## src/rtl/w5500_sock_rx_pkg.sv

```systemverilog
// Shared constants for the W5500 socket receive sequencer: register offsets,
// control-byte encodings, block-select helpers and the sequencer state type.
package w5500_pkg;

  localparam logic [15:0] SN_CR     = 16'h0001;
  localparam logic [15:0] SN_RX_RSR = 16'h0026;
  localparam logic [15:0] SN_RX_RD  = 16'h0028;

  localparam logic [7:0]  CR_RECV   = 8'h40;

  localparam logic        RWB_READ  = 1'b0;
  localparam logic        RWB_WRITE = 1'b1;
  localparam logic [1:0]  OM_VDM    = 2'b00;

  typedef enum logic [2:0] {
    ST_IDLE,
    ST_RSR1,
    ST_RSR2,
    ST_GAP,
    ST_PTR,
    ST_DATA,
    ST_WPTR,
    ST_WCMD
  } state_t;

  // Socket n register block and RX buffer block select codes.
  function automatic logic [4:0] bsb_reg(input int unsigned sock);
    return 5'(sock * 4 + 1);
  endfunction

  function automatic logic [4:0] bsb_rxb(input int unsigned sock);
    return 5'(sock * 4 + 3);
  endfunction

  function automatic logic [7:0] mk_cmd(input logic [4:0] bsb, input logic rwb);
    return {bsb, rwb, OM_VDM};
  endfunction

endpackage

```

## src/rtl/w5500_sock_rx_if.sv

```systemverilog
// Request port between a W5500 sequencer (master) and spi_drv (slave).
interface w5500_sock_rx_if;
  logic        o_start;
  logic [7:0]  o_cmd;
  logic [15:0] o_addr;
  logic [15:0] o_length;
  logic [7:0]  o_dat;
  logic        i_dat_req;
  logic        i_dat_vld;
  logic [7:0]  i_dat;
  logic        i_wr_end;

  modport master (
    output o_start, o_cmd, o_addr, o_length, o_dat,
    input  i_dat_req, i_dat_vld, i_dat, i_wr_end
  );

  modport slave (
    input  o_start, o_cmd, o_addr, o_length, o_dat,
    output i_dat_req, i_dat_vld, i_dat, i_wr_end
  );
endinterface

```

## src/rtl/w5500_sock_rx.sv

```systemverilog
// W5500 socket receive sequencer: polls Sn_RX_RSR, reads Sn_RX_RD, bursts the
// RX buffer out to a downstream FIFO, then advances Sn_RX_RD and issues RECV.
module w5500_sock_rx
  import w5500_pkg::*;
#(
  parameter int SOCK      = 0,
  parameter int MAX_CHUNK = 1024,
  parameter int POLL_GAP  = 5000
) (
  input  logic                   clk,
  input  logic                   rst,
  w5500_sock_rx_if.master        spi,
  input  logic                   i_en,
  input  logic [11:0]            i_fifo_free,
  output logic [7:0]             o_rx_dat,
  output logic                   o_rx_vld,
  output logic                   o_rx_last,
  output logic                   o_busy
);

  localparam logic [7:0]  CMD_REG_RD = mk_cmd(bsb_reg(SOCK), RWB_READ);
  localparam logic [7:0]  CMD_REG_WR = mk_cmd(bsb_reg(SOCK), RWB_WRITE);
  localparam logic [7:0]  CMD_RXB_RD = mk_cmd(bsb_rxb(SOCK), RWB_READ);
  localparam logic [15:0] MAX_N      = 16'(MAX_CHUNK);
  localparam int          GAP_W      = (POLL_GAP > 1) ? $clog2(POLL_GAP) : 1;
  localparam logic [GAP_W-1:0] GAP_LAST = GAP_W'(POLL_GAP - 1);

  state_t             r_state;
  logic               r_issued;
  logic               r_start;
  logic [7:0]         r_cmd;
  logic [15:0]        r_addr;
  logic [15:0]        r_length;
  logic [7:0]         r_dat;
  logic [15:0]        r_shift;
  logic [15:0]        r_rsr_a;
  logic [15:0]        r_rsr_b;
  logic [15:0]        r_ptr;
  logic [15:0]        r_n;
  logic [15:0]        r_cnt;
  logic [GAP_W-1:0]   r_gap;
  logic [7:0]         r_rx_dat;
  logic               r_rx_vld;
  logic               r_rx_last;

  logic [15:0]        w_word;
  logic [15:0]        w_free;
  logic [15:0]        w_n;
  logic [15:0]        w_ptrn;
  logic               w_busy;
  logic               w_done;

  always_comb begin
    // A register read may deliver its last byte in the same cycle as i_wr_end.
    w_word = spi.i_dat_vld ? {r_shift[7:0], spi.i_dat} : r_shift;
    w_free = {4'd0, i_fifo_free};
    w_n    = r_rsr_b;
    if (MAX_N < w_n)  w_n = MAX_N;
    if (w_free < w_n) w_n = w_free;
    w_ptrn = r_ptr + r_n;
    w_busy = (r_state != ST_IDLE) && (r_state != ST_GAP);
    w_done = w_busy && r_issued && spi.i_wr_end;
  end

  always_ff @(posedge clk or posedge rst) begin
    if (rst) begin
      r_state   <= ST_IDLE;
      r_issued  <= 1'b0;
      r_start   <= 1'b0;
      r_cmd     <= '0;
      r_addr    <= '0;
      r_length  <= '0;
      r_dat     <= '0;
      r_shift   <= '0;
      r_rsr_a   <= '0;
      r_rsr_b   <= '0;
      r_ptr     <= '0;
      r_n       <= '0;
      r_cnt     <= '0;
      r_gap     <= '0;
      r_rx_dat  <= '0;
      r_rx_vld  <= 1'b0;
      r_rx_last <= 1'b0;
    end else begin
      r_start   <= 1'b0;
      r_rx_vld  <= 1'b0;
      r_rx_last <= 1'b0;

      if (spi.i_dat_vld && (r_state == ST_RSR1 || r_state == ST_RSR2 || r_state == ST_PTR))
        r_shift <= {r_shift[7:0], spi.i_dat};

      // cmd/addr/length were loaded on entry, so start follows one cycle later.
      if (w_busy && !r_issued) begin
        r_start  <= 1'b1;
        r_issued <= 1'b1;
      end

      case (r_state)
        ST_IDLE: begin
          if (i_en) begin
            r_state  <= ST_RSR1;
            r_issued <= 1'b0;
            r_cmd    <= CMD_REG_RD;
            r_addr   <= SN_RX_RSR;
            r_length <= 16'd2;
          end
        end

        ST_RSR1: begin
          if (w_done) begin
            r_rsr_a  <= w_word;
            r_state  <= ST_RSR2;
            r_issued <= 1'b0;
          end
        end

        ST_RSR2: begin
          if (w_done) begin
            r_rsr_b  <= w_word;
            r_issued <= 1'b0;
            if (w_word != r_rsr_a) begin
              r_state <= ST_RSR1;
            end else if (w_word == 16'd0) begin
              r_state <= ST_GAP;
              r_gap   <= '0;
            end else begin
              r_state <= ST_PTR;
              r_addr  <= SN_RX_RD;
            end
          end
        end

        ST_GAP: begin
          if (!i_en) begin
            r_state <= ST_IDLE;
          end else if (r_gap == GAP_LAST) begin
            r_state  <= ST_RSR1;
            r_issued <= 1'b0;
            r_cmd    <= CMD_REG_RD;
            r_addr   <= SN_RX_RSR;
            r_length <= 16'd2;
          end else begin
            r_gap <= r_gap + 1'b1;
          end
        end

        ST_PTR: begin
          if (w_done) begin
            r_ptr    <= w_word;
            r_n      <= w_n;
            r_cnt    <= '0;
            r_issued <= 1'b0;
            if (w_n == 16'd0) begin
              r_state <= ST_GAP;
              r_gap   <= '0;
            end else begin
              r_state  <= ST_DATA;
              r_cmd    <= CMD_RXB_RD;
              r_addr   <= w_word;
              r_length <= w_n;
            end
          end
        end

        ST_DATA: begin
          if (spi.i_dat_vld) begin
            r_rx_vld  <= 1'b1;
            r_rx_dat  <= spi.i_dat;
            r_cnt     <= r_cnt + 16'd1;
            r_rx_last <= (16'(r_cnt + 16'd1) == r_n);
          end
          if (w_done) begin
            r_state  <= ST_WPTR;
            r_issued <= 1'b0;
            r_cmd    <= CMD_REG_WR;
            r_addr   <= SN_RX_RD;
            r_length <= 16'd2;
            r_dat    <= w_ptrn[15:8];
          end
        end

        ST_WPTR: begin
          if (w_done) begin
            r_state  <= ST_WCMD;
            r_issued <= 1'b0;
            r_addr   <= SN_CR;
            r_length <= 16'd1;
            r_dat    <= CR_RECV;
          end else if (spi.i_dat_req) begin
            r_dat <= w_ptrn[7:0];
          end
        end

        ST_WCMD: begin
          if (w_done) begin
            r_issued <= 1'b0;
            if (i_en) begin
              r_state  <= ST_RSR1;
              r_cmd    <= CMD_REG_RD;
              r_addr   <= SN_RX_RSR;
              r_length <= 16'd2;
            end else begin
              r_state <= ST_IDLE;
            end
          end
        end

        default: r_state <= ST_IDLE;
      endcase
    end
  end

  assign spi.o_start  = r_start;
  assign spi.o_cmd    = r_cmd;
  assign spi.o_addr   = r_addr;
  assign spi.o_length = r_length;
  assign spi.o_dat    = r_dat;
  assign o_rx_dat     = r_rx_dat;
  assign o_rx_vld     = r_rx_vld;
  assign o_rx_last    = r_rx_last;
  assign o_busy       = w_busy;

endmodule

```

## src/flat_wrapper.sv

```systemverilog
// flat-port wrapper written by rule: the top's interface ports become plain ports
module w5500_sock_rx_flat import w5500_pkg::*;
#(
  parameter int SOCK      = 0,
  parameter int MAX_CHUNK = 1024,
  parameter int POLL_GAP  = 5000
)
  (clk, rst, i_en, i_fifo_free, o_rx_dat, o_rx_vld, o_rx_last, o_busy, spi_o_start, spi_o_cmd, spi_o_addr, spi_o_length, spi_o_dat, spi_i_dat_req, spi_i_dat_vld, spi_i_dat, spi_i_wr_end);
  w5500_sock_rx_if spi_i ();
  input  logic clk;
  input  logic rst;
  input  logic i_en;
  input  logic [11:0] i_fifo_free;
  output logic [7:0] o_rx_dat;
  output logic o_rx_vld;
  output logic o_rx_last;
  output logic o_busy;
  output wire logic [$bits(spi_i.o_start)-1:0] spi_o_start;
  output wire logic [$bits(spi_i.o_cmd)-1:0] spi_o_cmd;
  output wire logic [$bits(spi_i.o_addr)-1:0] spi_o_addr;
  output wire logic [$bits(spi_i.o_length)-1:0] spi_o_length;
  output wire logic [$bits(spi_i.o_dat)-1:0] spi_o_dat;
  input wire logic [$bits(spi_i.i_dat_req)-1:0] spi_i_dat_req;
  input wire logic [$bits(spi_i.i_dat_vld)-1:0] spi_i_dat_vld;
  input wire logic [$bits(spi_i.i_dat)-1:0] spi_i_dat;
  input wire logic [$bits(spi_i.i_wr_end)-1:0] spi_i_wr_end;
  assign spi_o_start = spi_i.o_start;
  assign spi_o_cmd = spi_i.o_cmd;
  assign spi_o_addr = spi_i.o_addr;
  assign spi_o_length = spi_i.o_length;
  assign spi_o_dat = spi_i.o_dat;
  assign spi_i.i_dat_req = spi_i_dat_req;
  assign spi_i.i_dat_vld = spi_i_dat_vld;
  assign spi_i.i_dat = spi_i_dat;
  assign spi_i.i_wr_end = spi_i_wr_end;
  w5500_sock_rx #(.SOCK(SOCK), .MAX_CHUNK(MAX_CHUNK), .POLL_GAP(POLL_GAP)) u_core (.clk(clk), .rst(rst), .spi(spi_i), .i_en(i_en), .i_fifo_free(i_fifo_free), .o_rx_dat(o_rx_dat), .o_rx_vld(o_rx_vld), .o_rx_last(o_rx_last), .o_busy(o_busy));
endmodule
```

## config.mk

```make
export PLATFORM = sky130hd
export DESIGN_NAME = w5500_sock_rx_flat
export DESIGN_NICKNAME = d
export VERILOG_FILES = /design/src/rtl/w5500_sock_rx_pkg.sv /design/src/rtl/w5500_sock_rx_if.sv /design/src/rtl/w5500_sock_rx.sv /design/src/flat_wrapper.sv
export SDC_FILE = /design/constraint.sdc
export NUM_CORES = 1
export LEC_CHECK = 0
export CAP_MARGIN = 20
export CORE_MARGIN = 5
export CORE_UTILIZATION = 40
export DETAILED_ROUTE_END_ITERATION = 6
export PLACE_DENSITY_LB_ADDON = 0.12
export SLEW_MARGIN = 20
export SYNTH_ARGS = -nofsm -noshare
export SYNTH_HDL_FRONTEND = slang
export SYNTH_SLANG_ARGS = --single-unit
```

## constraint.sdc

```tcl
create_clock -name clk -period 5.3 [get_ports clk]
set_input_delay 0.795 -clock clk [delete_from_list [all_inputs] [get_ports clk]]
set_output_delay 0.795 -clock clk [all_outputs]
set_load 0.005 [all_outputs]
```

==> reports/metrics.yaml <==
outcome: "complete, no violations"
endpoint: "u_core.spi.o_addr[3]"
min_path_type: "reg2reg"
overflow: 0
total_power_w: 0.00434
min_period_over_period_pct: 82.9
critPathLaunch: "u_core.r_rsr_b[11]"
num_io_pins: 86
vias: 6949
fin_crit_ns: 4.39
ctsRootBufferMaster: "clkbuf_16"
post-cts-setup-buffer-count: 0
p_leak_nw: 4.66
place.port_buffers: 80
synth_edf_count: 0
ys_warn_count: 0
arrival_ns: 4.71
setup_slack_ns: 0.908
hold_ws_ns: 0.481
ctsHoldBuffers: 0
clock.fmax_mhz: 228
dr.pass1.iters: 5
clk_latency_ns: 0.44
drt_iter0_drc: 514
setup_violations: 0
worstReg2RegEnd: "u_core.spi.o_addr[3]"
die-area_sq_um: 25500
std_cell_rows: 54
grt_max_degree: 90
yosysUniqueCellTypes: 69
post_synth.cell_area_avg_sq_um: 9.52
worst_slew_pin_slew_ns: 1.01
clk_path_buf_depth: 2
wl_per_cell_microns: 18.1
htree_levels: 4
critPathSlowestCell: "or4_4"
dpl_cell_area_sq_um: 10000
skew_ns: 0.0145
grt_antenna_before_repair: 0
start_util_pct: 40.8
worstRegToRegCells: 11
numCtsBuffers: 17
async_reset_ff_share_pct: 100
synthToLayoutAreaGrowth_pct: 19.9
drcViolationCount: 0
critical_path_class: "reg2reg"
core-area_sq_um: 22000
drive_above_1_share_pct: 9.35
synth.area.top_cells: "dfrtp_1, nand2_1, o21ai_0"
fin_nets: 1069
timing.rr.start: "u_core.r_rsr_b[11]"
cap_violations: 0
final_area_sq_um: 10700
grt_util_all_layers_pct: 18.9
ys_seq_elements: 167
syn_inst: 941
antenna_cells: 0
grt_pass1_wl_mm: 38.6
worstPathMaxFanout: 23
viasPerCell: 5.32
ant_nets: 0
end_kind: "flop"
power.density_nw_per_um2: 404
cts.clk_slew.worst_paths_ns: 0.08
crit_required_ns: 5.62
cts_tree: "done"
hold_viol_final: 0
place_hpwl_mm: 17.0
cts_sinks: 167
yosys.area.top_type_share_pct: 46.6
finalSetupTns_ns: 0
finalMaxSlewViolations: 0
synth_area_sq_um: 8960
fillers: 2055
synth_area_leader_cell: "dfrtp_1"
rsz0062_at_grt: "false"
drt_wl_total_mm: 23.7
cts_resized: 0
place.gp.congestion: 0.864
slowest_delay_ns: 0.53
startpoint_type: "flop"
crit_path_frequent_cell: "a21o_1"
die_h_microns: 160
ir_drop_mv: 0.236
rrSetupSlack_ns: 0.91
ys_seq_area_share_pct: 46.6
pre_cts_ws_ns: 0.935
synth_flop_cell: "dfrtp_1"
cp_cell_sequence: "or4_4 > a211oi_2 > nand2_1 > ha_1 > a21o_1 > a21o_1 > a211oi_1 > o211a_4 > mux2_4 > o211ai_4 > mux2_2"
slew_headroom_pct: 32.2
first_global_vias: 6979
die_x_microns: 160
==> cell usage after synthesis (all sizes together), types with 5 or more instances <==
library cell and instances:
clkbuf 34, inv 26, ha 28, nor2 73, nand4 10, a31oi 19
and2 10, nor4 16, o22ai 10, dfrtp 167, nand2 140, mux2 24
a21oi 52, a211oi 7, nor2b 12, nand2b 5, nand3 29, buf 13
or2 5, o21ai 94, mux2i 20, nor3 16, xnor2 37, o31ai 7
a21o 11, xor2 17, o2bb2ai 12
==> per-stage QoR <==
step           instances  util [%]
4_1_cts             1306      48.8
2_1_floorplan        945         -
3_5_place_dp        1274      45.8
3_3_place_gp        1274      45.8
5_1_grt             1307      48.9
6_report            1307      48.9
==> power by group <==
| part | total [W] | switching (W) | leakage, nW | internal, W |
|---|---|---|---|---|
| Sequential | 0.00171 | 0.000215 | 2.19 | 0.00150 |
| Clock | 0.00142 | 0.000590 | 0.322 | 0.000828 |
| Combinational | 0.00121 | 0.000693 | 2.14 | 0.000515 |
==> cells by family (layout without fill, tap and decap cells) <==
group                    Yosys count  count (layout)  share of synthesized area [%]
other                              2               6                         0.0838
multiplexers                      44              44                           5.29
AND/OR/NAND/NOR                  329             329                           16.6
adder cells (fa/ha/maj)           29              29                           4.13
AO/OA/AOI/OAI                    242             242                           18.3
flip-flops                       167             167                           46.6
XOR/XNOR                          54              54                           5.28
buffers and inverters             74             156                           3.73
==> sequential cells by signal (all words and copies together), names as in the netlist <==
register / flops
u_core.o_rx_vld: 1
u_core.r_state: 3
u_core.r_n: 16
u_core.r_shift: 16
u_core.spi.o_dat: 8
u_core.spi.o_length: 16
u_core.spi.o_start: 1
u_core.spi.o_addr: 16
u_core.r_cnt: 16
u_core.r_rsr_b: 16
u_core.spi.o_cmd: 3
u_core.r_rsr_a: 16
u_core.o_rx_dat: 8
u_core.r_issued: 1
u_core.o_rx_last: 1
u_core.r_ptr: 16
u_core.r_gap: 13
==> placed cells by master, fill, tap and decap left out, types with 4 or more instances in the layout <==
| master | count |
|---|---|
| dfrtp_1 | 167 |
| nand2_1 | 140 |
| o21ai_0 | 92 |
| clkdlybuf4s50_1 | 80 |
| nor2_1 | 72 |
| a21oi_1 | 51 |
| xnor2_1 | 37 |
| nand3_1 | 28 |
| ha_1 | 28 |
| inv_1 | 25 |
| mux2_2 | 22 |
| mux2i_1 | 20 |
| xor2_1 | 17 |
| clkbuf_16 | 17 |
| nor3_1 | 16 |
| nor4_1 | 16 |
| buf_4 | 15 |
| nor2b_1 | 12 |
| o2bb2ai_1 | 12 |
| a21o_1 | 11 |
| and2_1 | 10 |
| nand4_1 | 10 |
| o22ai_1 | 10 |
| a31oi_1 | 10 |
| a31oi_4 | 9 |
| o31ai_1 | 7 |
| a211oi_1 | 6 |
| conb_1 | 6 |
| nand2b_1 | 5 |
| inv_8 | 5 |
| or2_2 | 4 |
| bufinv_16 | 4 |
==> per-layer routing <==
layer	routed length (microns)	GRT usage, %
met2	11600	31.8
met1	11100	25.2
met5	0	0
met4	280	4.77
met3	698	3.56
==> worst min-delay path by stage <==
stage                         from                   to  slack [ns]  cells past startpoint
2_1_floorplan   u_core.r_rsr_b[11]   u_core.r_rsr_b[11]        0.45                      2
3_3_place_gp    u_core.o_rx_dat[6]   u_core.o_rx_dat[6]        0.46                      2
3_5_place_dp   u_core.spi.o_cmd[3]  u_core.spi.o_cmd[3]        0.46                      1
4_1_cts        u_core.spi.o_cmd[3]  u_core.spi.o_cmd[3]        0.48                      1
5_1_grt        u_core.spi.o_cmd[3]  u_core.spi.o_cmd[3]        0.50                      1
6_report       u_core.spi.o_cmd[3]  u_core.spi.o_cmd[3]        0.48                      1
==> critical path: cells and delay by family (launching register included) <==
family                   cells  cell delay (ns)
AO/OA/AOI/OAI                6             2.03
multiplexers                 2             0.81
AND/OR/NAND/NOR              2             0.71
flip-flops                   1             0.38
adder cells (fa/ha/maj)      1             0.34
==> cell type report <==
| class | count | area (sq um) | area share (%) |
|---|---|---|---|
| clock buffer | 18 | 439 | 4.09 |
| timing repair buffer | 97 | 953 | 8.87 |
| multi-input combinational | 704 | 4480 | 41.7 |
| inverter | 27 | 105 | 0.978 |
| tap | 280 | 350 | 3.26 |
| clock inverter | 14 | 233 | 2.17 |
| sequential | 167 | 4180 | 38.9 |
No activity file was read; power rests on OpenSTA's default activity.
